### src/rtl/chip_frame_decoder_if.sv
// Link lines into the frame decoder plus its decoded-frame results.
// master drives the link (controller side); slave is the decoder.
interface chip_frame_decoder_if #(
    parameter int CNT_W = 16
);
    logic             link_rst;
    logic             link_clk;
    logic             link_data;
    logic             frame_valid;
    logic             frame_err;
    logic [2:0]       rx_addr;
    logic [7:0]       rx_level;
    logic [63:0]      dac_regs;
    logic             chip_in_reset;
    logic [CNT_W-1:0] frame_count;

    modport master (
        output link_rst, link_clk, link_data,
        input  frame_valid, frame_err, rx_addr, rx_level, dac_regs,
               chip_in_reset, frame_count
    );

    modport slave (
        input  link_rst, link_clk, link_data,
        output frame_valid, frame_err, rx_addr, rx_level, dac_regs,
               chip_in_reset, frame_count
    );
endinterface

### src/rtl/chip_frame_decoder.sv
// Receive side of the serial DAC-programming link: oversamples the link,
// decodes start/addr[3]/level[8]/stop frames into an 8-entry shadow DAC file.
//
// state | meaning
// IDLE  | waiting for a 1 (arm) then a 0 (start bit)
// ADDR  | collecting 3 address bits, LSB first
// LEVEL | collecting 8 level bits, LSB first
// STOP  | expecting the stop bit (1 = good frame, 0 = framing error)
module chip_frame_decoder #(
    parameter int TIMEOUT_CYCLES = 8192,
    parameter int CNT_W          = 16
) (
    input logic                 clk,
    input logic                 rst_n,
    chip_frame_decoder_if.slave link
);
    localparam int TMO_W = $clog2(TIMEOUT_CYCLES);
    localparam logic [TMO_W-1:0] TMO_LOAD = TMO_W'(TIMEOUT_CYCLES - 1);

    typedef enum logic [1:0] {IDLE, ADDR, LEVEL, STOP} state_t;

    state_t           state;
    logic [1:0]       rst_sync;
    logic [1:0]       data_sync;
    logic [2:0]       clk_sync;
    logic             armed;
    logic [2:0]       idx;
    logic [2:0]       addr;
    logic [7:0]       level;
    logic [TMO_W-1:0] tmo_cnt;
    logic             frame_valid;
    logic             frame_err;
    logic [2:0]       rx_addr;
    logic [7:0]       rx_level;
    logic [7:0]       dac [8];
    logic             chip_in_reset;
    logic [CNT_W-1:0] frame_count;

    logic fall_evt;
    logic r;
    logic d;

    // clk_sync[2] is the previous synchronised value, used for edge detection
    assign fall_evt = clk_sync[2] & ~clk_sync[1];
    assign r        = rst_sync[1];
    assign d        = data_sync[1];

    always_ff @(posedge clk) begin
        if (!rst_n) begin
            state         <= IDLE;
            rst_sync      <= '0;
            data_sync     <= '0;
            clk_sync      <= '0;
            armed         <= 1'b0;
            idx           <= '0;
            addr          <= '0;
            level         <= '0;
            tmo_cnt       <= TMO_LOAD;
            frame_valid   <= 1'b0;
            frame_err     <= 1'b0;
            rx_addr       <= '0;
            rx_level      <= '0;
            for (int i = 0; i < 8; i++) dac[i] <= '0;
            chip_in_reset <= 1'b1;
            frame_count   <= '0;
        end else begin
            rst_sync    <= {rst_sync[0], link.link_rst};
            data_sync   <= {data_sync[0], link.link_data};
            clk_sync    <= {clk_sync[1:0], link.link_clk};
            frame_valid <= 1'b0;
            frame_err   <= 1'b0;

            if (state == IDLE || fall_evt)
                tmo_cnt <= TMO_LOAD;
            else if (tmo_cnt != '0)
                tmo_cnt <= tmo_cnt - 1'b1;

            if (fall_evt) begin
                if (!r) begin
                    // link reset wins over any frame in flight, silently
                    chip_in_reset <= 1'b1;
                    for (int i = 0; i < 8; i++) dac[i] <= '0;
                    state         <= IDLE;
                    armed         <= 1'b0;
                end else begin
                    chip_in_reset <= 1'b0;
                    case (state)
                        IDLE: begin
                            if (d) begin
                                armed <= 1'b1;
                            end else if (armed) begin
                                state <= ADDR;
                                idx   <= '0;
                            end
                        end
                        ADDR: begin
                            addr <= {d, addr[2:1]};
                            if (idx == 3'd2) begin
                                state <= LEVEL;
                                idx   <= '0;
                            end else begin
                                idx <= idx + 1'b1;
                            end
                        end
                        LEVEL: begin
                            level <= {d, level[7:1]};
                            if (idx == 3'd7) begin
                                state <= STOP;
                                idx   <= '0;
                            end else begin
                                idx <= idx + 1'b1;
                            end
                        end
                        STOP: begin
                            state <= IDLE;
                            if (d) begin
                                frame_valid <= 1'b1;
                                rx_addr     <= addr;
                                rx_level    <= level;
                                dac[addr]   <= level;
                                armed       <= 1'b1;
                                if (frame_count != '1)
                                    frame_count <= frame_count + 1'b1;
                            end else begin
                                frame_err <= 1'b1;
                                armed     <= 1'b0;
                            end
                        end
                        default: state <= IDLE;
                    endcase
                end
            end else if (state != IDLE && tmo_cnt == '0) begin
                frame_err <= 1'b1;
                state     <= IDLE;
                armed     <= 1'b0;
            end
        end
    end

    assign link.frame_valid   = frame_valid;
    assign link.frame_err     = frame_err;
    assign link.rx_addr       = rx_addr;
    assign link.rx_level      = rx_level;
    assign link.chip_in_reset = chip_in_reset;
    assign link.frame_count   = frame_count;

    for (genvar g = 0; g < 8; g++) begin : g_dac
        assign link.dac_regs[8*g +: 8] = dac[g];
    end
endmodule
### src/flat_wrapper.sv
// flat-port wrapper written by rule: the top's interface ports become plain ports
module chip_frame_decoder_flat 
#(
    parameter int TIMEOUT_CYCLES = 8192,
    parameter int CNT_W          = 16
)
  (clk, rst_n, link_link_rst, link_link_clk, link_link_data, link_frame_valid, link_frame_err, link_rx_addr, link_rx_level, link_dac_regs, link_chip_in_reset, link_frame_count);
  chip_frame_decoder_if #(.CNT_W(CNT_W)) link_i ();
  input logic clk;
  input logic rst_n;
  input wire logic [$bits(link_i.link_rst)-1:0] link_link_rst;
  input wire logic [$bits(link_i.link_clk)-1:0] link_link_clk;
  input wire logic [$bits(link_i.link_data)-1:0] link_link_data;
  output wire logic [$bits(link_i.frame_valid)-1:0] link_frame_valid;
  output wire logic [$bits(link_i.frame_err)-1:0] link_frame_err;
  output wire logic [$bits(link_i.rx_addr)-1:0] link_rx_addr;
  output wire logic [$bits(link_i.rx_level)-1:0] link_rx_level;
  output wire logic [$bits(link_i.dac_regs)-1:0] link_dac_regs;
  output wire logic [$bits(link_i.chip_in_reset)-1:0] link_chip_in_reset;
  output wire logic [$bits(link_i.frame_count)-1:0] link_frame_count;
  assign link_i.link_rst = link_link_rst;
  assign link_i.link_clk = link_link_clk;
  assign link_i.link_data = link_link_data;
  assign link_frame_valid = link_i.frame_valid;
  assign link_frame_err = link_i.frame_err;
  assign link_rx_addr = link_i.rx_addr;
  assign link_rx_level = link_i.rx_level;
  assign link_dac_regs = link_i.dac_regs;
  assign link_chip_in_reset = link_i.chip_in_reset;
  assign link_frame_count = link_i.frame_count;
  chip_frame_decoder #(.TIMEOUT_CYCLES(TIMEOUT_CYCLES), .CNT_W(CNT_W)) u_core (.clk(clk), .rst_n(rst_n), .link(link_i));
endmodule
### config.mk
export PLATFORM = sky130hd
export DESIGN_NAME = chip_frame_decoder_flat
export DESIGN_NICKNAME = d
export VERILOG_FILES = /design/src/rtl/chip_frame_decoder_if.sv /design/src/rtl/chip_frame_decoder.sv /design/src/flat_wrapper.sv
export SDC_FILE = /design/constraint.sdc
export NUM_CORES = 1
export LEC_CHECK = 0
export ABC_AREA = 1
export BUFFER_PORTS_ARGS = -buffer_cell sky130_fd_sc_hd__buf_2
export CORE_ASPECT_RATIO = 1.75
export CORE_MARGIN = 2
export CORE_UTILIZATION = 55
export CTS_CLUSTER_DIAMETER = 40
export DETAILED_ROUTE_END_ITERATION = 8
export GPL_TIMING_DRIVEN = 0
export HOLD_SLACK_MARGIN = 0.02
export PLACE_DENSITY = 0.77
export RECOVER_POWER = 50
export SKIP_CTS_REPAIR_TIMING = 1
export SLEW_MARGIN = 20
export SYNTH_ARGS = -nofsm -noshare
export SYNTH_HDL_FRONTEND = slang
export SYNTH_SLANG_ARGS = --single-unit
### constraint.sdc
create_clock -name clk -period 3.1 [get_ports clk]
set_input_delay 0.31 -clock clk [delete_from_list [all_inputs] [get_ports clk]]
set_output_delay 0.31 -clock clk [all_outputs]
set_load 0.01 [all_outputs]
==> results.txt <==
----------------------------------------------------
[Detailed routing]
  DRC violation total after the first TritonRoute iteration ... 393
  Routed vias ... 4403
  Total wirelength of the detailed-routed design ... 12.8 mm
  Routed WL per cell ... 15.5 um
  DRT Pass-1 Iters ... 5
  Highest metal layer with signal wires ... met4
  DR WL met2 ... 7.11 mm
  DRC violation count after routing ... 0
  Wl on met1 ... 4.47 mm
  Vias per inst ... 5.32
  Final antenna-violating net count ... 0
  Wire length on met3 ... 800 um

[Yosys]
  Warnings, synthesis ... 0
  Gate Count Post-Synth ... 576
  Seq/Total Area, Yosys ... 0.604
  EDFF count, synth ... 64
  Mean area per synthesized cell ... 9.38 um^2
  Leading area contributor after synthesis ... sky130_fd_sc_hd__edfxtp_1
  Cell area after synthesis ... 0.00540 mm^2
  Share of flip-flops with an asynchronous set or reset ... 0
  Cells taking the most area after synthesis ... sky130_fd_sc_hd__edfxtp_1 (36%), sky130_fd_sc_hd__dfxtp_1 (25%), sky130_fd_sc_hd__nor2_1 (7.4%)
  Synthesized flop and latch total ... 131
  Net Count, Synth ... 592
  Top-area cell type share of the netlist area ... 0.356
  Most used flip-flop cell after synthesis ... sky130_fd_sc_hd__dfxtp_1
  Number of distinct library cell variants in the gate-level netlist after synthesis ... 31

[Clocking]
  H-Tree Level Count ... 4
  Number of clock sinks seen by CTS ... 131
  Worst skew pair latency ... 0.43 ns
  Clock transition at the registers of the reported paths ... 0.06 ns
  TritonCTS clock tree ... built
  Max Buffers Root-to-Sink ... 2
  Total CTS buffers ... 17
  Clk root buf ... sky130_fd_sc_hd__clkbuf_16

[Critical path]
  Data arrival time of the worst path ... 2.43 ns
  Setup CP Type ... reg2reg
  CP startpoint ... u_core.clk_sync[2]$_SDFF_PN0_
  Data required time of the worst path ... 3.19 ns
  Crit path capture type ... register
  Worst reg2reg path startpoint ... u_core.clk_sync[2]$_SDFF_PN0_
  Maximum fanout count along the critical path ... 9
  Worst setup SP type ... register

[Die]
  Area of the die ... 0.0107 mm^2
  Die Span Y ... 135 um
  # rows ... 47
  Effective utilization at floorplan ... 0.567
  Core footprint ... 0.00953 mm^2
  Overall die width ... 78.9 um
  Number of top-level pins ... 99

[Global route]
  Global-route wire length before repair ... 20.1 mm
  All-Layer GR Usage ... 0.247
  Pin count of the biggest net entering global routing ... 17
  Aggregate global routing overflow ... 0
  Vias in the first global route ... 4190
  Antenna violations before repair ... 0

[Finish]
  Top library cells by usage in the layout, fill and taps aside ... sky130_fd_sc_hd__nand2_1 (110), sky130_fd_sc_hd__nor2_1 (108), sky130_fd_sc_hd__clkbuf_1 (104)
  Ant diodes ... 0
  Number of nets in the layout ... 709
  Final non-filler cell total ... 827
  Commonest non-fill, non-tap cell in the layout ... sky130_fd_sc_hd__nand2_1
  Area Growth Syn to Fin ... 20.8%
  Share of cells above drive strength 1 ... 0.0667

[Timing]
  Maximum clock rate ... 427 MHz
  RSZ-0062 raised after global routing ... no
  Final critical-path share of the clock period ... 0.755
  Fin Clk Skew ... 0.0118 ns
  Count of final setup violators ... 0
  Final hold vios ... 0
  Max-slew headroom ... 0.664
  Setup_tns ... 0 ns
  Worst-margin pin slew ... 0.500 ns
  Shortest period the worst path allows ... 2.34 ns
  Pins over their slew limit ... 0

[Placement]
  Post-DP HPWL ... 8.73 mm
  Routability congestion estimate from global placement ... 0.919
  Number of port buffers ... 98
  Placed insts ... 796

[Status]
  Status ... finished clean

[Run]
  Total of max-cap violations ... 0

[Min path]
  Hold crit path type ... in2reg
  Worst hold path startpoint ... link_link_data

[Power]
  Static leakage ... 0.00249 uW
  Worst supply voltage drop on vdd ... 0.451 mV
  PwrDens ... 643 mW/mm^2

----------------------------------------------------
[Yosys cell counts (2+ instances only)]
master	instances
sky130_fd_sc_hd__buf_1	2
sky130_fd_sc_hd__nand4_1	7
sky130_fd_sc_hd__nand2_2	11
sky130_fd_sc_hd__nand2_4	3
sky130_fd_sc_hd__clkinv_1	10
sky130_fd_sc_hd__nor2_1	106
sky130_fd_sc_hd__nand3_1	29
sky130_fd_sc_hd__xor2_1	7
sky130_fd_sc_hd__o21ai_0	40
sky130_fd_sc_hd__nand2_1	102
sky130_fd_sc_hd__edfxtp_1	64
sky130_fd_sc_hd__ha_1	11
sky130_fd_sc_hd__nor2_2	3
sky130_fd_sc_hd__buf_2	3
sky130_fd_sc_hd__nor3_1	5
sky130_fd_sc_hd__dfxtp_1	67
sky130_fd_sc_hd__buf_6	2
sky130_fd_sc_hd__clkbuf_1	5
sky130_fd_sc_hd__a21oi_1	40
sky130_fd_sc_hd__inv_1	42
sky130_fd_sc_hd__xnor2_1	7
[power by group]
part | leakage (uW) | internal [uW] | total (uW) | switching [uW]
clock | 0.000312 | 1440 | 2220 | 783
sequential | 0.00121 | 1850 | 1870 | 14.5
combinational | 0.000968 | 27.6 | 111 | 83.0
[layer usage]
metal  GRT usage  up-vias
li1            -     2136
met1       0.245     2047
met2       0.471      182
met3      0.0575       38
met4       0.120        0
met5           0        -
[worst max-delay path, cell delays in order, from the launching register on]
cell	delay, ns
sky130_fd_sc_hd__dfxtp_1	0.31
sky130_fd_sc_hd__inv_1	0.03
sky130_fd_sc_hd__nor2_1	0.19
sky130_fd_sc_hd__nand2_1	0.23
sky130_fd_sc_hd__nor2_8	0.22
sky130_fd_sc_hd__nand2_1	0.11
sky130_fd_sc_hd__nor2_1	0.26
sky130_fd_sc_hd__nand2_1	0.29
sky130_fd_sc_hd__nand2_1	0.37
[sequential cells by signal (all words and copies together) (netlist names)]
name and cells:
u_core.link.frame_err 1, u_core.level 8, u_core.rst_sync 2, u_core.tmo_cnt 13, u_core.link.rx_addr 3, u_core.dac 64, u_core.link.frame_valid 1, u_core.armed 1
u_core.clk_sync 3, u_core.data_sync 2, u_core.link.chip_in_reset 1, u_core.addr 3, u_core.link.frame_count 16, u_core.link.rx_level 8, u_core.idx 3, u_core.state 2
[path summary, 6_finish.rpt]
path                                                        to  slack, ns  depth (start not counted)
worst min register to register   u_core.clk_sync[1]$_SDFF_PN0_       0.42                          2
worst max register to register  u_core.dac[2][0]$_SDFFCE_PN0P_       0.76                          8
worst min-delay path            u_core.data_sync[0]$_SDFF_PN0_       0.07                          3
worst max-delay path            u_core.dac[2][0]$_SDFFCE_PN0P_       0.76                          8
[metrics by stage]
step | power, uW | util | area, um^2 | hold WS [ns] | setup slack [ns]
final | 4200 | 0.685 | 6530 | 0.0722 | 0.759
after CTS | 4210 | 0.703 | 6700 | 0.0672 | 1.04
after detailed placement | 2020 | 0.635 | 6050 | 0.405 | 1.06
after floorplan | 1970 | - | 5400 | 0.390 | 1.36
after global routing | 4310 | 0.685 | 6530 | 0.0719 | 0.592
after global placement | 2020 | 0.635 | 6050 | 0.392 | 1.15
[kinds of logic (layout without fill, tap and decap cells)]
family	Yosys count	in the layout	share of synthesized area
fa+ha+maj	11	11	0.0255
compound gates	82	82	0.0769
flops	131	131	0.604
buf+inv	65	194	0.0486
simple gates	273	273	0.223
xor+xnor	14	14	0.0227
[area by class of cell]
class | instances | area [um^2]
multi-input combinational | 380 | 1830
fill | 793 | 3000
sequential | 131 | 3260
tap | 122 | 153
timing repair buffer | 98 | 372
inverter | 53 | 199
clock inverter | 14 | 229
buffer | 12 | 61.3
clock buffer | 17 | 425
Power figures use the tool's default switching activity.
